<file path="src/rtl/mem_port_arbiter_pkg.sv">
// Shared definitions for the memory port arbiter: FSM state encoding and
// the fetch-fairness limit on back-to-back data grants.
package mem_port_arbiter_pkg;

  typedef enum logic [1:0] {
    IDLE  = 2'd0,
    DBUSY = 2'd1,
    IBUSY = 2'd2,
    ERR   = 2'd3
  } arb_state_t;

  localparam int GRANT_LIMIT = 3;
  localparam int GRANT_CNT_W = 2;

endpackage

</file>
<file path="src/rtl/mem_timeout_counter.sv">
// Counts busy cycles without an acknowledge; expired flags the last cycle
// the arbiter may wait before declaring the memory unresponsive.
module mem_timeout_counter #(
  parameter int TIMEOUT = 16
) (
  input  logic clk,
  input  logic rst,
  input  logic clear,
  input  logic enable,
  output logic expired
);

  localparam int CNT_W = $clog2(TIMEOUT) + 1;

  logic [CNT_W-1:0] count;

  // Holds at the expiry value so the count can never wrap back to zero.
  always_ff @(posedge clk or posedge rst) begin
    if (rst) begin
      count <= '0;
    end else if (clear) begin
      count <= '0;
    end else if (enable && !expired) begin
      count <= count + 1'b1;
    end
  end

  assign expired = (count == CNT_W'(TIMEOUT - 1));

endmodule

</file>
<file path="src/rtl/mem_port_arbiter.sv">
// Arbitrates a single shared memory port between instruction fetch and the
// data (load/store) stage, with fetch-fairness, stall requests and a timeout.
module mem_port_arbiter
  import mem_port_arbiter_pkg::*;
#(
  parameter int DATA_W  = 32,
  parameter int ADDR_W  = 32,
  parameter int TIMEOUT = 16
) (
  input  logic              clk,
  input  logic              rst,
  input  logic              IReq,
  input  logic [ADDR_W-1:0] IAddr,
  output logic [DATA_W-1:0] IRData,
  output logic              IValid,
  input  logic              DReq,
  input  logic              DWe,
  input  logic [ADDR_W-1:0] DAddr,
  input  logic [DATA_W-1:0] DWData,
  output logic [DATA_W-1:0] DRData,
  output logic              DValid,
  output logic              MemReq,
  output logic              MemWe,
  output logic [ADDR_W-1:0] MemAddr,
  output logic [DATA_W-1:0] MemWData,
  input  logic [DATA_W-1:0] MemRData,
  input  logic              MemAck,
  output logic              StallFReq,
  output logic              StallMReq,
  output logic              MemErr
);

  arb_state_t             state;
  logic [GRANT_CNT_W-1:0] grant_cnt;
  logic                   acc_we;
  logic [ADDR_W-1:0]      acc_addr;
  logic [DATA_W-1:0]      acc_wdata;

  logic busy;
  logic grant;
  logic fetch_wins;
  logic timed_out;

  assign busy       = (state == DBUSY) || (state == IBUSY);
  assign grant      = (state == IDLE) && (DReq || IReq);
  assign fetch_wins = IReq && (!DReq || (grant_cnt == GRANT_CNT_W'(GRANT_LIMIT)));

  mem_timeout_counter #(
    .TIMEOUT(TIMEOUT)
  ) u_timeout (
    .clk    (clk),
    .rst    (rst),
    .clear  (grant),
    .enable (busy && !MemAck),
    .expired(timed_out)
  );

  // grant_cnt only grows while fetch is being passed over; any other grant resets it.
  always_ff @(posedge clk or posedge rst) begin
    if (rst) begin
      state     <= IDLE;
      grant_cnt <= '0;
      acc_we    <= 1'b0;
      acc_addr  <= '0;
      acc_wdata <= '0;
    end else begin
      case (state)
        IDLE: begin
          if (grant) begin
            if (fetch_wins) begin
              state     <= IBUSY;
              acc_we    <= 1'b0;
              acc_addr  <= IAddr;
              acc_wdata <= '0;
              grant_cnt <= '0;
            end else begin
              state     <= DBUSY;
              acc_we    <= DWe;
              acc_addr  <= DAddr;
              acc_wdata <= DWData;
              if (!IReq) begin
                grant_cnt <= '0;
              end else if (grant_cnt != GRANT_CNT_W'(GRANT_LIMIT)) begin
                grant_cnt <= grant_cnt + 1'b1;
              end
            end
          end
        end
        DBUSY, IBUSY: begin
          if (MemAck) begin
            state <= IDLE;
          end else if (timed_out) begin
            state <= ERR;
          end
        end
        ERR:     state <= ERR;
        default: state <= IDLE;
      endcase
    end
  end

  assign MemReq   = busy;
  assign MemWe    = busy && acc_we;
  assign MemAddr  = busy ? acc_addr : '0;
  assign MemWData = busy ? acc_wdata : '0;
  assign MemErr   = (state == ERR);

  assign DValid = (state == DBUSY) && MemAck;
  assign IValid = (state == IBUSY) && MemAck;
  assign DRData = (DValid && !acc_we) ? MemRData : '0;
  assign IRData = IValid ? MemRData : '0;

  // Stalls are masked during reset so every output reads zero while rst is high.
  assign StallMReq = !rst && ((state == ERR) || (DReq && !DValid));
  assign StallFReq = !rst && ((state == ERR) || (IReq && !IValid) || (DReq && !DValid));

endmodule
</file>
<file path="config.mk">
export PLATFORM = sky130hd
export DESIGN_NAME = mem_port_arbiter
export DESIGN_NICKNAME = d
export VERILOG_FILES = /design/src/rtl/mem_port_arbiter_pkg.sv /design/src/rtl/mem_timeout_counter.sv /design/src/rtl/mem_port_arbiter.sv
export SDC_FILE = /design/constraint.sdc
export NUM_CORES = 1
export LEC_CHECK = 0
export BUFFER_PORTS_ARGS = -buffer_cell sky130_fd_sc_hd__buf_2
export CORE_AREA = 2 2 103 105
export CTS_BUF_LIST = sky130_fd_sc_hd__clkbuf_8
export DETAILED_ROUTE_END_ITERATION = 10
export DIE_AREA = 0 0 105 107
export GPL_TIMING_DRIVEN = 0
export PLACE_DENSITY = 0.83
export SYNTH_ARGS = -nofsm -noshare
export SYNTH_HDL_FRONTEND = slang
export SYNTH_SLANG_ARGS = --single-unit
</file>
<file path="constraint.sdc">
create_clock -name clk -period 6.25 [get_ports clk]
set_input_delay 0.3125 -clock clk [delete_from_list [all_inputs] [get_ports clk]]
set_output_delay 0.3125 -clock clk [all_outputs]
set_load 0.01 [all_outputs]
</file>
# After elaboration in Yosys (flattened, before gate mapping)
# Cells that the tools add are included.
word_totals:
  regBits: 74
classes:
  eq_ne: 9
  n_reduce_logical: 31
  mux: 17
  addsub: 2
ops:
  columns: ["operator", "n"]
  rows:
  - ["32-bit 2-to-1 mux", 6]
  - ["2-bit 2-to-1 mux", 7]
  - ["1-bit logical AND", 12]
  - ["5-bit 2-to-1 mux", 2]
  - ["1-bit logical NOT", 7]
  - ["2-bit equality test (second input constant)", 3]
  - ["1-bit logical OR", 6]
  - ["2-bit case mux with 3 select lines", 1]
  - ["5-bit by 1-bit adder with 5-bit output (second input constant)", 1]
  - ["5-bit by 4-bit equality test with 1-bit output (second input constant)", 1]
  - ["2-bit != test (second input constant)", 2]
  - ["2-bit AND reduction", 2]
  - ["3-bit by 1-bit != test with 1-bit output (second input constant)", 1]
  - ["3-bit by 2-bit != test with 1-bit output (second input constant)", 1]
  - ["3-bit AND reduction", 1]
  - ["2-bit by 1-bit adder with 2-bit output (second input constant)", 1]
  - ["2-bit by 1-bit equality test with 1-bit output (second input constant)", 1]
  - ["2-bit logical NOT", 1]
  - ["2-bit nonzero test", 1]
  - ["2-bit OR reduction", 1]
  - ["1-bit 2-to-1 mux", 1]

# Logic depth before layout (Yosys ltp)
logic_depth:
  word_depth: 7
  depth_mapped: 7

# Modules after synthesis
# From an unflattened synthesis, not the netlist that was laid out.
hier_totals:
  hier_cells: 461
  area_unflattened_um2: 4194.0
by_module_without_submodules:
  columns: ["module", "n_inst", "area_each_um2", "seq_area_each_um2", "cells_per_inst"]
  rows:
  - ["mem_port_arbiter", 1, 3930.0, 1726.7, 437]
  - ["mem_timeout_counter", 1, 264.0, 125.1, 24]

# Worst setup path after synthesis
# No wires, ideal clock.
synth_timing:
  kind: "reg-to-reg"
  startpoint: "register u_timeout.count[0]"
  endpoint: "register u_timeout.count[3]"
  setup_slack_ps: 4385
  path_buffers: 0
  setup_ps: 78
  stages_incl_launch_ff: 7
  t_required_ps: 6172
  t_arrival_ps: 1787
  path_cell_list: "dfrtp_1 ha_1 and3_1 ha_1 or3b_4 or3_1 a21oi_1"
synth_between:
  elab_chain_len: 4
  word_cells_on_any_way: 7
  classes_between: "add/sub (1); eq/ne (1); mux (2); reduce/logical (3)"
synth_lines:
  columns: ["element", "line", "rtl"]
  rows:
  - ["start: declaration", "mem_timeout_counter.sv:15", "logic [CNT_W-1:0] count;"]
  - ["start signal: assignment", "mem_timeout_counter.sv:24", "count <= count + 1'b1;"]
  - ["parallel branches: the longest is 4 deep, another holds 5-bit by 1-bit adder with 5-bit output", null, null]
# Parallel ways; which one is timed is not known. The select of a mux whose other input is x is not followed.
# A chain may end at the register's enable or synchronous reset.

# Worst setup path in the final report
layout_timing:
  startpoint: "register state[0]"
  endpoint: "output MemWData[26]"
layout_between:
  elab_chain_len: 3
  word_cells_on_any_way: 4
  classes_between: "eq/ne (2); mux (1); reduce/logical (1)"
layout_lines:
  columns: ["element", "line", "rtl"]
  rows:
  - ["start: declaration", "mem_port_arbiter.sv:33", "arb_state_t state;"]
  - ["start signal: assignment", "mem_port_arbiter.sv:61", "state <= IDLE;"]
  - ["start signal: assignment", "mem_port_arbiter.sv:71", "state <= IBUSY;"]
  - ["start signal: assignment", "mem_port_arbiter.sv:77", "state <= DBUSY;"]
  - ["2-bit by 1-bit equality test with 1-bit output or 2-bit equality test (tied branches)", "mem_port_arbiter.sv:44", "assign busy = (state == DBUSY) || (state == IBUSY);"]
  - ["1-bit logical OR (*)", "mem_port_arbiter.sv:44", null]
  - ["32-bit 2-to-1 mux (*)", "mem_port_arbiter.sv:105", "assign MemWData = busy ? acc_wdata : '0;"]
  - ["end: declaration", "mem_port_arbiter.sv:25", "output logic [DATA_W-1:0] MemWData,"]
# Mark *: on every way between the ends. The rest lies on a longest branch, timed or not.

==> run summary <==
OUTCOME
--------------------------------------------------------------------------------------------------
Outcome                                                                               finished clean

GLOBAL ROUTING
--------------------------------------------------------------------------------------------------
Pin count of the biggest net entering global routing                                            48
GRT Residual Overflow                                                                            0
Number of global-route vias before repair                                                     4506
First-pass GRT wire length                                                                 22.8 mm
Number of antenna violations at the first check in global routing                                5
Total routing resource utilization after global routing                                      26.1%

FINISH
--------------------------------------------------------------------------------------------------
Top library cells by usage in the layout, fill and taps aside                         280 x sky130_fd_sc_hd__buf_2, 98 x sky130_fd_sc_hd__and2_1, 74 x sky130_fd_sc_hd__dfrtp_1
Fillers                                                                                       1009
Share of final-layout standard cells stronger than drive strength 1                          40.0%
Cell Count, Final, Fillers Out                                                                 893
Leading cell type in the layout, fill and taps excluded                               sky130_fd_sc_hd__buf_2
Area of all placed cells without fillers                                               0.00592 mm²
Synthesis-to-finish area growth                                                              42.7%
Final-stage net count                                                                          888

DRT
--------------------------------------------------------------------------------------------------
DR pass1 iterations                                                                              4
Routed wire length per instance                                                            16.7 µm
Residual DRC                                                                                     0
Initial drt markers                                                                            271
Routed vias                                                                                   4515
Antenna Nets Post-Route                                                                          0
Post-detailed-routing wire length                                                          14.9 mm
Post-detailed-route via-to-cell ratio                                                         5.06

YOSYS
--------------------------------------------------------------------------------------------------
Top cell type's share of synthesized area                                                    44.6%
Flip-flop and latch count after synthesis                                                       74
Combinational family with the most area after synthesis                               simple AND/OR/NAND/NOR gates
Sequential area share after synthesis                                                        44.6%
Post-Synth Adder-Cell Area                                                                   2.11%
Post-synthesis xor/xnor area fraction                                                       0.422%
Average footprint of a synthesized cell                                                   8.90 µm²
Basic-gate share of the synthesized area counting and, or, nand and nor cells                25.6%
Distinct cells, synth                                                                           31
Net Count, Synth                                                                               607
Warnings, synthesis                                                                              0
Cell count after synthesis                                                                     466
Yosys top cell by area                                                                sky130_fd_sc_hd__dfrtp_1
Synthesized-area fraction occupied by ao, oa, aoi and oai cells                              22.2%
Netlist Area Pre-Place                                                                 0.00415 mm²
Mux contribution to synthesized area                                                            0%
Biggest area contributors in the synthesized netlist                                  sky130_fd_sc_hd__dfrtp_1 45%, sky130_fd_sc_hd__and2_1 15%, sky130_fd_sc_hd__a22o_1 7.0%, sky130_fd_sc_hd__and3_1 5.0%, sky130_fd_sc_hd__a31oi_1 4.8%

MIN PATH
--------------------------------------------------------------------------------------------------
Hold Path Cell Cnt                                                                               2
Hold Startpoint                                                                         DWData[10]
Type of the tightest min-delay check                                                  primary input to register

FLOORPLAN
--------------------------------------------------------------------------------------------------
Area inside the core boundary                                                           0.0101 mm²
DIE WIDTH                                                                                   105 µm
IO Count                                                                                       269
Number of placement rows                                                                        37
Starting density of the core                                                                 41.1%
Die Height                                                                                  107 µm
DIE AREA                                                                                0.0112 mm²

CTS
--------------------------------------------------------------------------------------------------
Cts repair resizes                                                                               0
CTS Sinks                                                                                       74
Clock transition time at the flip-flop clock pins of the worst setup and hold paths         100 ps
Clock latency on the worst-skew pair                                                        350 ps
Clock tree from TritonCTS                                                                    built
Largest buffer count on any clock path                                                           2
TritonCTS Buffers                                                                                9
Clock tree root driver cell                                                           sky130_fd_sc_hd__clkbuf_8
CTS H-Tree Depth                                                                                 3

RUN
--------------------------------------------------------------------------------------------------
Count of maximum capacitance violations                                                          0

CRITICAL PATH
--------------------------------------------------------------------------------------------------
Critical path startpoint category                                                         register
Number of cells on the worst reg-to-reg path                                                     6
CP required                                                                                5940 ps
Critical path's slowest cell                                                          sky130_fd_sc_hd__clkbuf_1
Crit path capture type                                                                primary output
Arrival @ worst endpoint                                                                   2360 ps
Critical Path Max Stage Delay                                                               450 ps
Levels on crit path                                                                              6
Bufs and invs on worst path                                                                      4
Worst setup path start                                                                state[0]$_DFFE_PP0P_
Family with the most delay on the worst path                                          buffers and inverters
Worst-path maximum fanout                                                                       10
Chain of cells forming the critical path                                              inv_1, ha_1, clkbuf_1, clkbuf_1, and2_1, buf_2
Cell type with the highest occurrence count on the critical path                      sky130_fd_sc_hd__clkbuf_1
CP Class                                                                              register to primary output
Startpoint of the worst-slack reg-to-reg timing path                                  u_timeout.count[0]$_DFFE_PP0P_

POWER AND IR DROP
--------------------------------------------------------------------------------------------------
Total design power                                                                         2870 µW
Leakage dissipation                                                                     0.00326 µW
Pwr per Cell Area                                                                       485 mW/mm²
Max rail drop VDD                                                                           225 µV

STA
--------------------------------------------------------------------------------------------------
Peak Freq                                                                                  374 MHz
Period Utilization, post-route                                                               42.8%
Setup TNS after final layout                                                                  0 ps
Fin Clk Skew                                                                               17.4 ps
Slew @ Worst Pin                                                                            559 ps
Final worst hold slack                                                                      173 ps
RSZ-0062 raised after global routing                                                         false
Final setup vio count                                                                            0
Number of hold violations in the final report                                                    0
Final critical delay including setup and external delays                                   2670 ps
Normalized max-slew margin                                                                   62.7%
Count of final max-slew check failures                                                           0

PLACED DESIGN
--------------------------------------------------------------------------------------------------
HPWL after detailed placement                                                              11.5 mm
Global placement routability congestion                                                      0.818
Placed Instance Area                                                                   0.00569 mm²
# placed instances                                                                             871
Number of buffers added on ports                                                               268

-- report_power, final --
group | leakage, µW | switching (µW) | internal [µW] | total, µW
clock | 0.0000988 | 207 | 192 | 399
sequential | 0.000892 | 108 | 699 | 807
combinational | 0.00227 | 943 | 724 | 1670
total | 0.00326 | 1260 | 1610 | 2870
-- routing by layer --
metal	GRT usage [%]	vias to the layer above	wire length, µm
met5	0	-	0
met3	6.81	26	938
met1	29.1	2106	5810
met4	12.7	0	468
li1	-	2194	-
met2	46.2	189	7690
-- synth_stat cells, drive strengths merged --
cell     instances
a21oi           37
clkbuf          28
xnor2            2
and3            33
or3              1
a21boi           2
and2            98
inv              7
a22o            33
nor2            38
o2bb2ai          2
a211oi           1
nor2b            1
or3b             1
nand2            6
nand3            2
nand2b           2
a31oi           32
buf             17
dfrtp           74
ha               7
and2b            1
a21o             1
o21ai           36
o21a             1
nor4bb           1
nor3b            1
o31ai            1
-- metrics by stage --
stage	worst slack (ps)	util (%)
6_report	3580	58.7
5_1_grt	3390	58.7
4_1_cts	3510	58.5
3_5_place_dp	3890	56.4
3_3_place_gp	3040	56.1
2_1_floorplan	4060	-
-- final cells by class --
type / count / area (µm²) / share of cell area [%]
Clock inverter: 7 / 82.6 / 1.40
Antenna cell: 5 / 12.5 / 0.211
Inverter: 7 / 28.8 / 0.486
Clock buffer: 9 / 124 / 2.09
Buffer: 45 / 184 / 3.11
Sequential cell: 74 / 1850 / 31.3
Multi-Input combinational cell: 340 / 2090 / 35.3
Timing Repair Buffer: 270 / 1380 / 23.3
Tap cell: 136 / 170 / 2.87
-- flip-flops by register name (all words and copies together), names as in the netlist --
signal           count
acc_addr            32
u_timeout.count      5
state                2
acc_we               1
acc_wdata           32
grant_cnt            2
-- cells by family after synthesis --
logic type | after synthesis
AOI/OAI and AO/OA | 146
xor gates and xnor gates | 2
adders and majority gates | 7
buffers and inverters | 52
DFF | 74
and+or+nand+nor | 185
-- path summary, 6_finish.rpt --
| kind | end | slack (ps) |
|---|---|---|
| worst max-delay path | MemWData[26] | 3580 |
| worst min-delay path | acc_wdata[10]$_DFFE_PP0P_ | 170 |
| worst max register to register | u_timeout.count[3]$_DFFE_PP0P_ | 4270 |
| worst min register to register | acc_wdata[28]$_DFFE_PP0P_ | 500 |
| max in group asynchronous | grant_cnt[1]$_DFFE_PP0P_ | 5170 |
| min in group asynchronous | acc_addr[16]$_DFFE_PP0P_ | 530 |
-- repair_timing --
item	CTS	global route
hold buffers	1	0
endpoints found under the hold margin	27	0
setup buffers	0	0
No activity file was read; power rests on OpenSTA's default activity.
